==> config.mk <==
export PLATFORM = sky130hd
export DESIGN_NAME = pipe_shifter
export DESIGN_NICKNAME = d
export VERILOG_FILES = /design/src/rtl/shifter_pkg.sv /design/src/rtl/shifter_stage.sv /design/src/rtl/pipe_shifter.sv
export SDC_FILE = /design/constraint.sdc
export NUM_CORES = 1
export LEC_CHECK = 0
export BUFFER_PORTS_ARGS = -buffer_cell sky130_fd_sc_hd__buf_4
export CAP_MARGIN = 0
export CORE_UTILIZATION = 60
export CTS_CLUSTER_SIZE = 40
export DETAILED_ROUTE_END_ITERATION = 8
export GPL_ROUTABILITY_DRIVEN = 1
export PLACE_DENSITY = 0.79
export SLEW_MARGIN = 20
export SYNTH_ARGS = -nofsm -noshare
export SYNTH_HDL_FRONTEND = slang
export SYNTH_SLANG_ARGS = --single-unit
export TNS_END_PERCENT = 100
==> constraint.sdc <==
create_clock -name clk -period 2 [get_ports clk]
set_clock_uncertainty 0.2 [all_clocks]
set_input_delay 0 -clock clk [delete_from_list [all_inputs] [get_ports clk]]
set_output_delay 0 -clock clk [all_outputs]
set_load 0.02 [all_outputs]
==> src/rtl/shifter_pkg.sv <==
// Shared op encodings and op-legality helper for the pipelined shifter.
// Optional feature macro: PIPE_SHIFTER_ROTATE_EN (enables ROL/ROR).
package shifter_pkg;

  typedef enum logic [2:0] {
    OP_SLL = 3'b000,
    OP_SRL = 3'b001,
    OP_SRA = 3'b010,
    OP_ROL = 3'b011,
    OP_ROR = 3'b100
  } shift_op_e;

  // True when the op code is implemented by this build.
  function automatic logic op_legal(input shift_op_e op);
    case (op)
      OP_SLL, OP_SRL, OP_SRA: op_legal = 1'b1;
`ifdef PIPE_SHIFTER_ROTATE_EN
      OP_ROL, OP_ROR:         op_legal = 1'b1;
`endif
      default:                op_legal = 1'b0;
    endcase
  endfunction

endpackage

==> src/rtl/shifter_stage.sv <==
// One barrel-shifter pipeline stage: conditionally shifts by SHIFT when the
// matching amount bit is set, then registers the whole operation.
// Optional feature macro: PIPE_SHIFTER_ROTATE_EN (rotate datapath).
module shifter_stage
  import shifter_pkg::*;
#(
  parameter int unsigned WIDTH = 32,
  parameter int unsigned TAG_W = 4,
  parameter int unsigned SHIFT = 1
) (
  input  logic                       clk,
  input  logic                       rst,
  input  logic                       advance,
  input  logic                       in_valid,
  input  logic [WIDTH-1:0]           in_data,
  input  logic [$clog2(WIDTH)-1:0]   in_amt,
  input  shift_op_e                  in_op,
  input  logic [TAG_W-1:0]           in_tag,
  input  logic                       in_err,
  output logic                       out_valid,
  output logic [WIDTH-1:0]           out_data,
  output logic [$clog2(WIDTH)-1:0]   out_amt,
  output shift_op_e                  out_op,
  output logic [TAG_W-1:0]           out_tag,
  output logic                       out_err
);

  localparam int unsigned BIT = $clog2(SHIFT);

  logic [WIDTH-1:0] shifted;

  // Apply this stage's power-of-two shift when its amount bit is set.
  // Illegal ops arrive with zeroed data, so passing through keeps them zero.
  always_comb begin
    shifted = in_data;
    if (in_amt[BIT]) begin
      case (in_op)
        OP_SLL:  shifted = in_data << SHIFT;
        OP_SRL:  shifted = in_data >> SHIFT;
        OP_SRA:  shifted = WIDTH'($signed(in_data) >>> SHIFT);
`ifdef PIPE_SHIFTER_ROTATE_EN
        OP_ROL:  shifted = {in_data[WIDTH-SHIFT-1:0], in_data[WIDTH-1:WIDTH-SHIFT]};
        OP_ROR:  shifted = {in_data[SHIFT-1:0], in_data[WIDTH-1:SHIFT]};
`endif
        default: shifted = in_data;
      endcase
    end
  end

  // Stage register: moves only on advance; payload captured for valid ops only.
  always_ff @(posedge clk) begin
    if (rst) begin
      out_valid <= 1'b0;
      out_data  <= '0;
      out_amt   <= '0;
      out_op    <= OP_SLL;
      out_tag   <= '0;
      out_err   <= 1'b0;
    end else if (advance) begin
      out_valid <= in_valid;
      if (in_valid) begin
        out_data <= shifted;
        out_amt  <= in_amt;
        out_op   <= in_op;
        out_tag  <= in_tag;
        out_err  <= in_err;
      end
    end
  end

endmodule

==> src/rtl/pipe_shifter.sv <==
// Pipelined shifter: LOG2W registered stages, stage k shifts by 2^k.
// Whole pipeline advances in lockstep when the output is empty or consumed.
// Optional feature macro: PIPE_SHIFTER_ROTATE_EN (ROL/ROR legal when defined).
module pipe_shifter
  import shifter_pkg::*;
#(
  parameter int unsigned WIDTH = 32,
  parameter int unsigned TAG_W = 4,
  localparam int unsigned LOG2W = $clog2(WIDTH)
) (
  input  logic             clk,
  input  logic             rst,
  input  logic             in_valid,
  output logic             in_ready,
  input  logic [WIDTH-1:0] in_data,
  input  logic [LOG2W-1:0] in_amt,
  input  logic [2:0]       in_op,
  input  logic [TAG_W-1:0] in_tag,
  output logic             out_valid,
  input  logic             out_ready,
  output logic [WIDTH-1:0] out_data,
  output logic [TAG_W-1:0] out_tag,
  output logic             out_err
);

  logic             advance;
  shift_op_e        in_op_e;
  logic             in_legal;

  logic             s_valid [LOG2W+1];
  logic [WIDTH-1:0] s_data  [LOG2W+1];
  logic [LOG2W-1:0] s_amt   [LOG2W+1];
  shift_op_e        s_op    [LOG2W+1];
  logic [TAG_W-1:0] s_tag   [LOG2W+1];
  logic             s_err   [LOG2W+1];

  assign in_op_e  = shift_op_e'(in_op);
  assign in_legal = op_legal(in_op_e);
  assign advance  = !s_valid[LOG2W] || out_ready;
  assign in_ready = advance;

  // Illegal ops enter with zero data and the error flag; every stage then
  // passes them through unchanged, so latency matches legal ops.
  assign s_valid[0] = in_valid;
  assign s_data[0]  = in_legal ? in_data : '0;
  assign s_amt[0]   = in_amt;
  assign s_op[0]    = in_op_e;
  assign s_tag[0]   = in_tag;
  assign s_err[0]   = !in_legal;

  for (genvar k = 0; k < LOG2W; k++) begin : g_stage
    shifter_stage #(
      .WIDTH (WIDTH),
      .TAG_W (TAG_W),
      .SHIFT (1 << k)
    ) u_stage (
      .clk       (clk),
      .rst       (rst),
      .advance   (advance),
      .in_valid  (s_valid[k]),
      .in_data   (s_data[k]),
      .in_amt    (s_amt[k]),
      .in_op     (s_op[k]),
      .in_tag    (s_tag[k]),
      .in_err    (s_err[k]),
      .out_valid (s_valid[k+1]),
      .out_data  (s_data[k+1]),
      .out_amt   (s_amt[k+1]),
      .out_op    (s_op[k+1]),
      .out_tag   (s_tag[k+1]),
      .out_err   (s_err[k+1])
    );
  end

  assign out_valid = s_valid[LOG2W];
  assign out_data  = s_data[LOG2W];
  assign out_tag   = s_tag[LOG2W];
  assign out_err   = s_err[LOG2W];

  // Amount and op are spent once the last stage has shifted.
  logic unused_last;
  assign unused_last = ^{s_amt[LOG2W], s_op[LOG2W]};

endmodule

==> Yosys cells after proc, flatten, opt, wreduce, memory -nomap -nowiden <==
Cells that the tools add are included.
{ "totals": {"register_bits": 222, "in_bits": 48, "output_inout_bits": 39, "elab_cells": 64} }
{ "op_classes": {"eq_ne": 10, "muxes": 12, "n_reduce_logical": 14} }
{ "ops": {"columns": ["operator", "count"], "rows": [
  ["one-hot mux 32 bit (3 select lines)", 5],
  ["two-way mux 32 bit", 6],
  ["equality test 3 x 1 -> 1 bit (second input constant)", 5],
  ["equality test 3 x 2 -> 1 bit (second input constant)", 5],
  ["zero test 3 bit", 5],
  ["AND reduction 2 bit", 5],
  ["OR reduction 3 bit", 1],
  ["zero test 1 bit", 2],
  ["logical OR 1 bit", 1],
  ["two-way mux 1 bit", 1]
]} }

==> Depth between registers and ports, before layout <==
{ "depth": {"depth_word": 6, "depth_mapped": 8, "ltp_nobuf": 5} }

==> Modules after synthesis <==
From an unflattened synthesis, not the netlist that was laid out.
{ "unflattened": {"cells_unflattened": 1449, "area_unflattened_um2": 11790.1} }
{ "by_module_without_submodules": {"columns": ["module", "instances", "cells_each", "area_per_inst_um2", "seq_area_each_um2"], "rows": [
  ["shifter_stage at g_stage[1].u_stage", 1, 318, 2519.9, 920.9],
  ["shifter_stage at g_stage[0].u_stage", 1, 312, 2446.1, 920.9],
  ["shifter_stage at g_stage[2].u_stage", 1, 283, 2306.0, 920.9],
  ["shifter_stage at g_stage[3].u_stage", 1, 264, 2199.6, 920.9],
  ["shifter_stage at g_stage[4].u_stage", 1, 234, 2058.2, 920.9],
  ["pipe_shifter", 1, 38, 260.2, 0.0]
]} }

==> Worst setup path before layout <==
OpenSTA, ideal clock, no wires.
{ "synth_path": {"path_kind": "register to register", "start": "register g_stage[4].u_stage.out_valid", "end": "register g_stage[0].u_stage.out_data[17]", "setup_ns": 0.132, "arrival_ns": 1.468, "required_time_ns": 1.668, "setup_slack_ns": 0.199, "stages_incl_launch_ff": 9, "path_buffers": 3, "synth_period_minus_slack_ns": 1.801, "path_cell_list": "dfxtp_1 nor2b_4 inv_2 buf_6 and2_1 buf_4 buf_2 o2111ai_1 a21oi_1"} }
{ "synth_via": {"elab_chain_len": 3} }
{ "synth_rtl": {"columns": ["item", "line", "text"], "rows": [
  ["start: declaration", "shifter_stage.sv:20", "output logic out_valid,"],
  ["start signal: assignment", "shifter_stage.sv:60", "out_valid <= in_valid;"],
  ["zero test 1 bit", "pipe_shifter.sv:39", "assign advance = !s_valid[LOG2W] || out_ready;"],
  ["logical OR 1 bit", "pipe_shifter.sv:39", null],
  ["via in_ready", "pipe_shifter.sv:14", "output logic in_ready,"],
  ["AND reduction 2 bit (no source line)", null, null],
  ["end signal: assignment", "shifter_stage.sv:62", "out_data <= shifted;"],
  ["end: declaration", "shifter_stage.sv:21", "output logic [WIDTH-1:0] out_data,"]
]} }
The timed path passes the listed nets, and every way through them passes these cells.
A chain may end at the register's enable or synchronous reset.

==> Final worst setup path <==
{ "layout_path": {"start": "input port in_data[31]", "end": "register g_stage[0].u_stage.out_data[31]"} }
{ "layout_via": {"elab_chain_len": 3} }
{ "layout_rtl": {"columns": ["item", "line", "text"], "rows": [
  ["start: declaration", "pipe_shifter.sv:15", "input logic [WIDTH-1:0] in_data,"],
  ["two-way mux 32 bit *", "pipe_shifter.sv:45", "assign s_data[0] = in_legal ? in_data : '0;"],
  ["one-hot mux 32 bit (3 select lines)", "shifter_stage.sv:37", "case (in_op)"],
  ["two-way mux 32 bit *", "shifter_stage.sv:36", "if (in_amt[BIT]) begin"]
]} }
Every way passes the cells marked *; elsewhere a longest branch is shown, timed or not.

==> impl_metrics.env <==
export IMPL_p_comb_share_pct=10.7
export IMPL_grt_pass1_wl_um=46340
export IMPL_final_max_slew_viol_count=0
export IMPL_cp_arrival_ns=2.25
export IMPL_async_flop_share_pct=0
export IMPL_r2r_end="g_stage[4].u_stage.out_data[11]"
export IMPL_crit_fanout=3
export IMPL_overflow=0
export IMPL_synth_edf_count=0
export IMPL_violations="negative setup slack"
export IMPL_ir_worst_vdd_uv=690.8
export IMPL_core_area_mm2=0.01670
export IMPL_syn_cell_area_mm2=0.01036
export IMPL_dp_hpwl_um=17740
export IMPL_hold_violations=0
export IMPL_grt_max_degree=125
export IMPL_drv_cap=0
export IMPL_grt_setup_unrepaired="yes"
export IMPL_switching_share_pct=24.46
export IMPL_period_minus_slack_ns=2.046
export IMPL_yosysMostFrequentCell="dfxtp_1"
export IMPL_reg2reg_from="g_stage[3].u_stage.out_op[1]"
export IMPL_cts_tree="done"
export IMPL_worst_setup_path_type="primary input to flip-flop"
export IMPL_detail_route_antenna_nets=0
export IMPL_grt_usage_pct=31.59
export IMPL_synth_top_area_share_pct=40.96
export IMPL_slew_headroom_pct=46.94
export IMPL_internal_power_mw=7.538
export IMPL_timing_final_ws_setup_ns=-0.04586
export IMPL_die_y_um=133.4
export IMPL_drt_wl_total_um=29180
export IMPL_synth_cell_types=49
export IMPL_status="finished with violations"
export IMPL_post_route_util_pct=74.85
export IMPL_diodes=0
export IMPL_routedWlPerCell_um=18.89
export IMPL_reg2reg_slack_ns=0.07
export IMPL_worst_r2r_path_depth=4
export IMPL_clk_pin_slew_worst_paths_ns=0.06
export IMPL_min_delay_start="in_amt[0]"
export IMPL_clockBufferDepth=3
export IMPL_min_path_type="primary input to flip-flop"
export IMPL_vias=10096
export IMPL_drive_gt1_share_pct=16.98
export IMPL_ioPinCount=87
export IMPL_fin_setup_tns_ns=-0.04586
export IMPL_gp_congestion=0.8556
export IMPL_fmax_mhz=488.8
export IMPL_dp_slack_ns=0.005144
export IMPL_portBuffers=86
export IMPL_final_nets=1357
export IMPL_grt_pass1_vias=8969
export IMPL_first_pass_iters=9
export IMPL_synthCells=1218
export IMPL_fp_row_count=47
export IMPL_cts_root_buffer="clkbuf_16"
export IMPL_synth_common_cells="212 x dfxtp_1, 162 x nor2_1, 149 x nand2_1, 96 x a21oi_1, 83 x a221oi_1"
export IMPL_timing_final_crit_share_pct=102.3
export IMPL_setup_viol=1
export IMPL_required_ns=2.20
export IMPL_worstSkewPairLatency_ns=0.49
export IMPL_h_tree_depth=1
export IMPL_tightest_slew_ns=0.7899
export IMPL_power_frac_clock_pct=43.3
export IMPL_dieArea_mm2=0.01780
export IMPL_ys_warnings_count=0
export IMPL_synth_seq_cells=212
export IMPL_drc=0
export IMPL_clock_sinks=212
export IMPL_syn_num_nets=1266
export IMPL_synth_top_area_cell="dfxtp_1"
export IMPL_initial_core_util_pct=62.05
export IMPL_hold_end="g_stage[0].u_stage.out_data[19]"
export IMPL_leakagePower_nw=4.357
export IMPL_p_sw_mw=2.441
export IMPL_p_per_area_mw_per_mm2=798.3
export IMPL_cts_buffers=22
export IMPL_crit_path_end_kind="flip-flop"
export IMPL_synth_avg_cell_area_um2=8.508
export IMPL_vias_per_cell=6.535
export IMPL_ys_flop_type="dfxtp_1"
export IMPL_pwr_share_seq_pct=46.0
export IMPL_seq_area_frac_synth_pct=40.96
export IMPL_drtIter0Drc=1190
export IMPL_start_kind="primary input"
export IMPL_antenna_found_initial=0
export IMPL_area_delta_synth_final_pct=20.63
export IMPL_dieWidth_um=133.4
export IMPL_hold_path_cell_count=4
export IMPL_synth_area_leaders="dfxtp_1 41%, a221oi_1 7.0%, nor2_1 5.9%, a211oi_1 5.7%, nand2_1 5.4%"
==> layer usage <==
metal,global-route usage (%),part of all wire (%)
met3,3.349,7.4
met4,9.659,2.7
met2,51.56,48
met5,0,0
met1,43.93,42
==> sequential cells by signal (all words and copies together), names as in the netlist <==
register	cells
g_stage.u_stage.out_valid	5
g_stage.u_stage.out_tag	20
g_stage.u_stage.out_amt	10
g_stage.u_stage.out_data	160
g_stage.u_stage.out_op	12
g_stage.u_stage.out_err	5
==> power groups by stage <==
stage	registers (mW)	logic (mW)	clock network, mW
after floorplan	4.60	0.670	0
after global placement	4.67	0.896	0
after detailed placement	4.67	0.916	0
after CTS	4.58	1.01	4.37
after global routing	4.61	1.16	4.54
final	4.59	1.06	4.33
==> placed cells by master, fill, tap and decap left out, types with 4 or more instances in the layout <==
master           n
a22oi_1          8
o31ai_1         22
a222oi_1        24
nor3_1          45
a221oi_2        12
nand2b_1        18
nor2b_1          7
a21oi_1         96
nor2_4           4
inv_2            4
a211oi_2        14
clkbuf_16       23
dlygate4sd3_1   55
dfxtp_1        211
clkbuf_8         8
nand3b_1        51
buf_4          116
o21a_1          22
nor2_1         162
a311oi_1         5
a211oi_1        77
o21ai_0         22
nand2_1        149
a221oi_1        83
buf_12          13
mux2i_1         16
==> worst max-delay path, stage by stage <==
cell           delay (ns)
dlygate4sd3_1        0.56
buf_4                0.14
nor2b_1              0.16
dlygate4sd3_1        0.58
a21oi_1              0.04
dlygate4sd3_1        0.57
o41ai_2              0.20
==> cell families after synthesis <==
group / Yosys count / synth area share [%]
flip-flops: 212 / 40.96
AO/OA/AOI/OAI: 398 / 29.17
buffers and inverters: 127 / 6.810
AND/OR/NAND/NOR: 460 / 21.09
multiplexers: 16 / 1.545
XOR/XNOR: 5 / 0.4226
==> how the worst max path moves through the flow <==
| stage | from | to | slack (ns) | depth (start not counted) |
|---|---|---|---|---|
| 2_1_floorplan | g_stage[4].u_stage.out_valid | g_stage[0].u_stage.out_data[17] | 0.20 | 8 |
| 3_3_place_gp | g_stage[2].u_stage.out_op[0] | g_stage[3].u_stage.out_data[9] | 0.13 | 4 |
| 3_5_place_dp | g_stage[2].u_stage.out_op[0] | g_stage[3].u_stage.out_data[10] | 0.005 | 4 |
| 4_1_cts | g_stage[2].u_stage.out_op[0] | g_stage[3].u_stage.out_data[2] | 0.007 | 4 |
| 5_1_grt | in_op[0] | g_stage[0].u_stage.out_data[26] | -0.06 | 8 |
| 6_report | in_data[31] | g_stage[0].u_stage.out_data[31] | -0.05 | 7 |
==> layout make-up <==
| type | instances | area, µm² |
|---|---|---|
| Multi-Input combinational cell | 881 | 5463 |
| Clock buffer | 34 | 696.9 |
| Timing Repair Buffer | 187 | 1715 |
| Tap cell | 220 | 275.3 |
| Clock inverter | 6 | 86.33 |
| Fill cell | 1197 | 4200 |
| Sequential cell | 212 | 4245 |
| Inverter | 5 | 18.77 |
==> metrics by stage <==
stage	instance area (µm²)	hold slack [ns]	power (mW)	instances
finish	12500	0.04326	9.979	1545
global route	12500	0.09308	10.30	1545
CTS	12410	0.02206	9.960	1542
detailed placement	11070	0.05607	5.591	1446
global placement	11070	0.04654	5.568	1446
floorplan	10360	-0.06404	5.272	1218
==> timing repair <==
action                                  4_1_cts  5_1_grt
hold endpoints to repair                    153        0
cloned                                        1        1
pin swaps                                     1        2
buffers inserted                              0        2
gates resized for setup                       0       15
hold buffers                                 55        0
endpoints found under the setup margin        1       35
(Power assumes the default switching activity.)
